<file path="src/rtl/apb_pkg.sv">
// Shared types and constants for the APB requester and its bench.
// State encoding is fixed so waveforms and the downstream slave docs line up.
package apb_pkg;

  typedef enum logic [1:0] {
    IDLE   = 2'b00,
    SETUP  = 2'b01,
    ACCESS = 2'b10
  } apb_state_t;

  localparam int APB_ADDR_W = 8;
  localparam int APB_DATA_W = 8;

  // Register decoder downstream answers 0x00..0x07 and flags PSLVERR elsewhere.
  localparam logic [APB_ADDR_W-1:0] SLV_ADDR_LO = 8'h00;
  localparam logic [APB_ADDR_W-1:0] SLV_ADDR_HI = 8'h07;

endpackage

</file>
<file path="src/rtl/apb_timeout_cnt.sv">
// ACCESS wait-cycle watchdog: counts PREADY=0 cycles and flags the last allowed one.
// Only instantiated when APB_TIMEOUT_EN is defined.
module apb_timeout_cnt #(
  parameter int LIMIT = 16
) (
  input  logic clk,
  input  logic rst_n,
  input  logic clear,
  input  logic inc,
  output logic expire
);

  logic [7:0] cnt;

  always_ff @(posedge clk) begin
    if (!rst_n) begin
      cnt <= '0;
    end else if (clear) begin
      cnt <= '0;
    end else if (inc) begin
      cnt <= cnt + 8'd1;
    end
  end

  assign expire = (cnt == 8'(LIMIT - 1));

endmodule

</file>
<file path="src/rtl/apb_master_wt.sv">
// APB requester: valid/ready commands in, SETUP/ACCESS sequences out, one response pulse per transfer.
// Define APB_TIMEOUT_EN to add a watchdog that aborts ACCESS after TIMEOUT_CYCLES wait cycles.
module apb_master_wt
  import apb_pkg::*;
#(
  parameter int ADDR_W         = APB_ADDR_W,
  parameter int DATA_W         = APB_DATA_W,
  parameter int TIMEOUT_CYCLES = 16
) (
  input  logic              PCLK,
  input  logic              PRESETn,
  input  logic              cmd_valid,
  output logic              cmd_ready,
  input  logic              cmd_write,
  input  logic [ADDR_W-1:0] cmd_addr,
  input  logic [DATA_W-1:0] cmd_wdata,
  output logic              PSEL,
  output logic              PENABLE,
  output logic              PWRITE,
  output logic [ADDR_W-1:0] PADDR,
  output logic [DATA_W-1:0] PWDATA,
  input  logic              PREADY,
  input  logic              PSLVERR,
  input  logic [DATA_W-1:0] PRDATA,
  output logic              rsp_valid,
  output logic              rsp_err,
  output logic [DATA_W-1:0] rsp_rdata,
  output logic              rsp_timeout,
  output logic              busy
);

  // state  | meaning
  // IDLE   | no transfer in flight; cmd_ready high
  // SETUP  | PSEL=1, PENABLE=0 for exactly one cycle
  // ACCESS | PSEL=1, PENABLE=1 until PREADY (or watchdog expiry)

  apb_state_t        state_q, state_d;
  logic              handshake, timeout_hit, done;
  logic              psel_q, penable_q, pwrite_q;
  logic [ADDR_W-1:0] paddr_q;
  logic [DATA_W-1:0] pwdata_q, rsp_rdata_q;
  logic              rsp_valid_q, rsp_err_q, rsp_timeout_q;

  if (TIMEOUT_CYCLES < 2 || TIMEOUT_CYCLES > 255) begin : g_bad_timeout
    $error("apb_master_wt: TIMEOUT_CYCLES must be within 2..255");
  end

`ifdef APB_TIMEOUT_EN
  logic expire;

  apb_timeout_cnt #(.LIMIT(TIMEOUT_CYCLES)) u_timeout_cnt (
    .clk    (PCLK),
    .rst_n  (PRESETn),
    .clear  (state_q == SETUP),
    .inc    (state_q == ACCESS && !PREADY),
    .expire (expire)
  );

  // A late PREADY on the expiry cycle still completes normally.
  assign timeout_hit = (state_q == ACCESS) && !PREADY && expire;
`else
  assign timeout_hit = 1'b0;
`endif

  always_ff @(posedge PCLK) begin
    if (!PRESETn) begin
      state_q <= IDLE;
    end else begin
      state_q <= state_d;
    end
  end

  always_comb begin
    state_d = state_q;
    case (state_q)
      IDLE:    if (handshake) state_d = SETUP;
      SETUP:   state_d = ACCESS;
      ACCESS:  if (PREADY || timeout_hit) state_d = IDLE;
      default: state_d = IDLE;
    endcase
  end

  always_comb begin
    cmd_ready = PRESETn && (state_q == IDLE);
    busy      = (state_q != IDLE);
    handshake = cmd_valid && cmd_ready;
    done      = (state_q == ACCESS) && (PREADY || timeout_hit);
  end

  // APB and response outputs are all flops; select/enable follow the next state.
  always_ff @(posedge PCLK) begin
    if (!PRESETn) begin
      psel_q        <= 1'b0;
      penable_q     <= 1'b0;
      pwrite_q      <= 1'b0;
      paddr_q       <= '0;
      pwdata_q      <= '0;
      rsp_valid_q   <= 1'b0;
      rsp_err_q     <= 1'b0;
      rsp_rdata_q   <= '0;
      rsp_timeout_q <= 1'b0;
    end else begin
      psel_q      <= (state_d != IDLE);
      penable_q   <= (state_d == ACCESS);
      rsp_valid_q <= done;
      if (handshake) begin
        pwrite_q <= cmd_write;
        paddr_q  <= cmd_addr;
        pwdata_q <= cmd_wdata;
      end
      if (done) begin
        if (PREADY) begin
          rsp_err_q     <= PSLVERR;
          rsp_rdata_q   <= pwrite_q ? '0 : PRDATA;
          rsp_timeout_q <= 1'b0;
        end else begin
          rsp_err_q     <= 1'b1;
          rsp_rdata_q   <= '0;
          rsp_timeout_q <= 1'b1;
        end
      end
    end
  end

  assign PSEL        = psel_q;
  assign PENABLE     = penable_q;
  assign PWRITE      = pwrite_q;
  assign PADDR       = paddr_q;
  assign PWDATA      = pwdata_q;
  assign rsp_valid   = rsp_valid_q;
  assign rsp_err     = rsp_err_q;
  assign rsp_rdata   = rsp_rdata_q;
  assign rsp_timeout = rsp_timeout_q;

endmodule
</file>
<file path="config.mk">
export PLATFORM = sky130hd
export DESIGN_NAME = apb_master_wt
export DESIGN_NICKNAME = d
export VERILOG_FILES = /design/src/rtl/apb_pkg.sv /design/src/rtl/apb_timeout_cnt.sv /design/src/rtl/apb_master_wt.sv
export SDC_FILE = /design/constraint.sdc
export NUM_CORES = 1
export LEC_CHECK = 0
export CORE_ASPECT_RATIO = 1.1
export CORE_MARGIN = 2
export CORE_UTILIZATION = 42
export CTS_BUF_LIST = sky130_fd_sc_hd__clkbuf_4 sky130_fd_sc_hd__clkbuf_8 sky130_fd_sc_hd__clkbuf_16
export CTS_CLUSTER_DIAMETER = 120
export DETAILED_ROUTE_END_ITERATION = 8
export PLACE_DENSITY = 0.92
export REMOVE_ABC_BUFFERS = 1
export SLEW_MARGIN = 10
export SYNTH_ARGS = -nofsm -noshare
export SYNTH_HDL_FRONTEND = slang
export SYNTH_SLANG_ARGS = --single-unit
</file>
<file path="constraint.sdc">
create_clock -name PCLK -period 3 [get_ports PCLK]
set_input_delay 0.6 -clock PCLK [delete_from_list [all_inputs] [get_ports PCLK]]
set_output_delay 0.6 -clock PCLK [all_outputs]
set_load 0.03 [all_outputs]
</file>
==> impl_metrics.csv <==
group,metric,value,unit
cells_and_area,final_core_util,68.2,%
run_status,status,"finished, final reports clean",
power,sw_frac_of_total,27.6,%
critical_path,critPathCaptureType,"primary output",
power,seq_power_share,53.7,%
logic_synthesis,ys_warn_count,0,
logic_synthesis,synth_area_leader_cell,"dfxtp_1",
logic_synthesis,ys_ff_latch,32,
floorplanning,pin_count,62,
cells_and_area,diodes,0,
timing,final.period_utilization,70.5,%
global_route,grt_pass1_wl,4630,microns
drt,post_drt_via_cell_ratio,4.90,
cts,post_cts_buffers,0,
critical_path,cp_max_fo,2,
global_route,grt_util_met3,6.93,%
logic_synthesis,synth_cell_types,17,
cells_and_area,drive_above_1_share,4.71,%
power,power_density,455,mW/mm^2
floorplanning,core,0.00280,sq mm
power,clkPwrFrac,23.1,%
timing,worst-slew-pin-transition,0.564,ns
placement,dp_worst_setup_slack,0.807,ns
timing,fmax,473,MHz
cells_and_area,finalInstanceArea,0.00191,sq mm
power,leakage,0.873,nW
power,vdd_drop_max,0.367,mV
timing,setup_tns,0,ns
cts,cts-root-buf,"clkbuf_4",
timing,setup_viol,0,
power,internal_power,0.000630,W
critical_path,path_class,"input port to primary output",
timing,period_needed,2.11,ns
cts,htree_levels,2,
critical_path,startpoint_type,"input port",
logic_synthesis,syn_area,0.00126,sq mm
timing,max_slew_margin,62.4,%
global_route,grt_pass1_vias,1113,
floorplanning,die_area,0.00345,sq mm
global_route,antenna_found_initial,0,
timing,fin_skew,0.00329,ns
drt,drtIter0Drc,16,
global_route,grt_overflow,0,
timing,hold_viol_final,0,
global_route,grt-busiest-layer,"met2",
drt,drc,0,
timing,rsz0062_at_grt,"no",
logic_synthesis,yosysSeqAreaShare,51.0,%
logic_synthesis,synth_area_leaders,"dfxtp_1, mux2i_1, nand2_1",
flow_run,maxCapViolations,0,
cts,ctsResizeCount,0,
power,fin_total_pwr,0.000870,W
logic_synthesis,post_synth.cell_area_avg,9.66,sq um
cts,hold_buffers,0,
cts,cts.sinks,32,
drt,vias,1098,
drt,wl_per_cell,12.8,microns
timing,worst_slack,0.886,ns
cells_and_area,final_nets,223,
logic_synthesis,netlist.area_leader.share,51.0,%
global_route,grt_use_total,17.9,%
floorplanning,rows,20,
placement,numPortBuffers,61,
cts,clkLatencyLatePin,0.32,ns
placement,gp_congestion,0.651,
global_route,grt_start_max_net_pins,41,
cts,cts_tree,"yes",
power,combPwrFrac,23.2,%
floorplanning,die_x,56.1,microns
min_path,hold_class,"flip-flop to flip-flop",
cts,cts_buffer_depth,2,
critical_path,cp.arrival,1.51,ns
power,power_switching,0.000240,W
cts,cts_made_buffers,5,
critical_path,cp.required,2.40,ns
placement,dpl_cell_area,0.00187,sq mm
drt,postRouteAntennaNets,0,
floorplanning,die_height,61.4,microns
global_route,grtUsageMet2,31.9,%
drt,finalWirelength,2870,microns
placement,post-dp-hpwl,2180,microns
drt,first_pass_iters,4,
global_route,grt_util_met1,18.7,%
cts,path_clk_slew,0.08,ns
timing,drv_slew,0,
floorplanning,start_util,44.8,%
logic_synthesis,postSynthCellCount,130,
cells_and_area,area_growth,52.1,%
Yosys cell counts, drive strengths merged:
cell type and count:
and2 1, and3b 1, buf 5, clkbuf 2, dfxtp 32, inv 18
mux2i 26, nand2 30, nand3 1, nand3b 9, nand4bb 2, nor2 1
nor3b 1, or2 1
flip-flops by register name, indices dropped and copies added (netlist names):
| name | count |
|---|---|
| PWRITE | 1 |
| PWDATA | 8 |
| PENABLE | 1 |
| PADDR | 8 |
| rsp_err | 1 |
| rsp_rdata | 8 |
| rsp_timeout | 1 |
| rsp_valid | 1 |
| state_q | 2 |
| PSEL | 1 |
worst max-delay path, cell delays in order:
cell	delay, ns
clkdlybuf4s50_1	0.49
nor3b_1	0.22
buf_4	0.20
per-stage QoR:
| stage | std cells | hold WS, ns |
|---|---|---|
| final | 224 | 0.436 |
| after global routing | 224 | 0.452 |
| after CTS | 224 | 0.443 |
| after detailed placement | 219 | 0.423 |
| after global placement | 219 | 0.419 |
| after floorplan | 123 | 0.528 |
power groups by stage:
stage / Clock [W] / Sequential, W / Combinational (W)
after floorplan: 0 / 0.000520 / 0.0000512
after global placement: 0 / 0.000475 / 0.000197
after detailed placement: 0 / 0.000476 / 0.000203
after CTS: 0.000208 / 0.000467 / 0.000204
after global routing: 0.000224 / 0.000471 / 0.000214
final: 0.000201 / 0.000467 / 0.000202
path summary, 6_finish.rpt:
check	startpoint	endpoint	slack, ns	depth (start not counted)
min reg2reg	rsp_timeout	rsp_timeout	0.44	2
max	PRESETn	cmd_ready	0.89	3
max reg2reg	state_q[1]	rsp_rdata[2]	1.72	2
min	rsp_timeout	rsp_timeout	0.44	2
cells by family after synthesis:
group	Yosys count	share of synthesized area, %
buffers and inverters	25	9.16
muxes	26	20.7
DFF	32	51.0
and+or+nand+nor	47	19.1
layout make-up:
class / instances / area, sq um
timing repair buffer: 63 / 623
multi-input combinational: 73 / 500
inverter: 18 / 67.6
clock buffer: 5 / 37.5
sequential: 32 / 641
fill: 242 / 892
tap: 33 / 41.3
placed cells by master (no fill, tap or decap), types with 2 or more instances in the layout:
| cell | n |
|---|---|
| buf_4 | 3 |
| clkbuf_4 | 5 |
| clkdlybuf4s50_1 | 60 |
| dfxtp_1 | 32 |
| inv_1 | 17 |
| mux2i_1 | 26 |
| nand2_1 | 30 |
| nand3b_1 | 9 |
| nand4bb_1 | 2 |
routing by layer:
layer  routed length [microns]  up-vias
li1                          -      535
met1                      1180      509
met2                      1400       51
met3                       265        3
met4                        23        0
met5                         0        -
(Power assumes the default switching activity.)
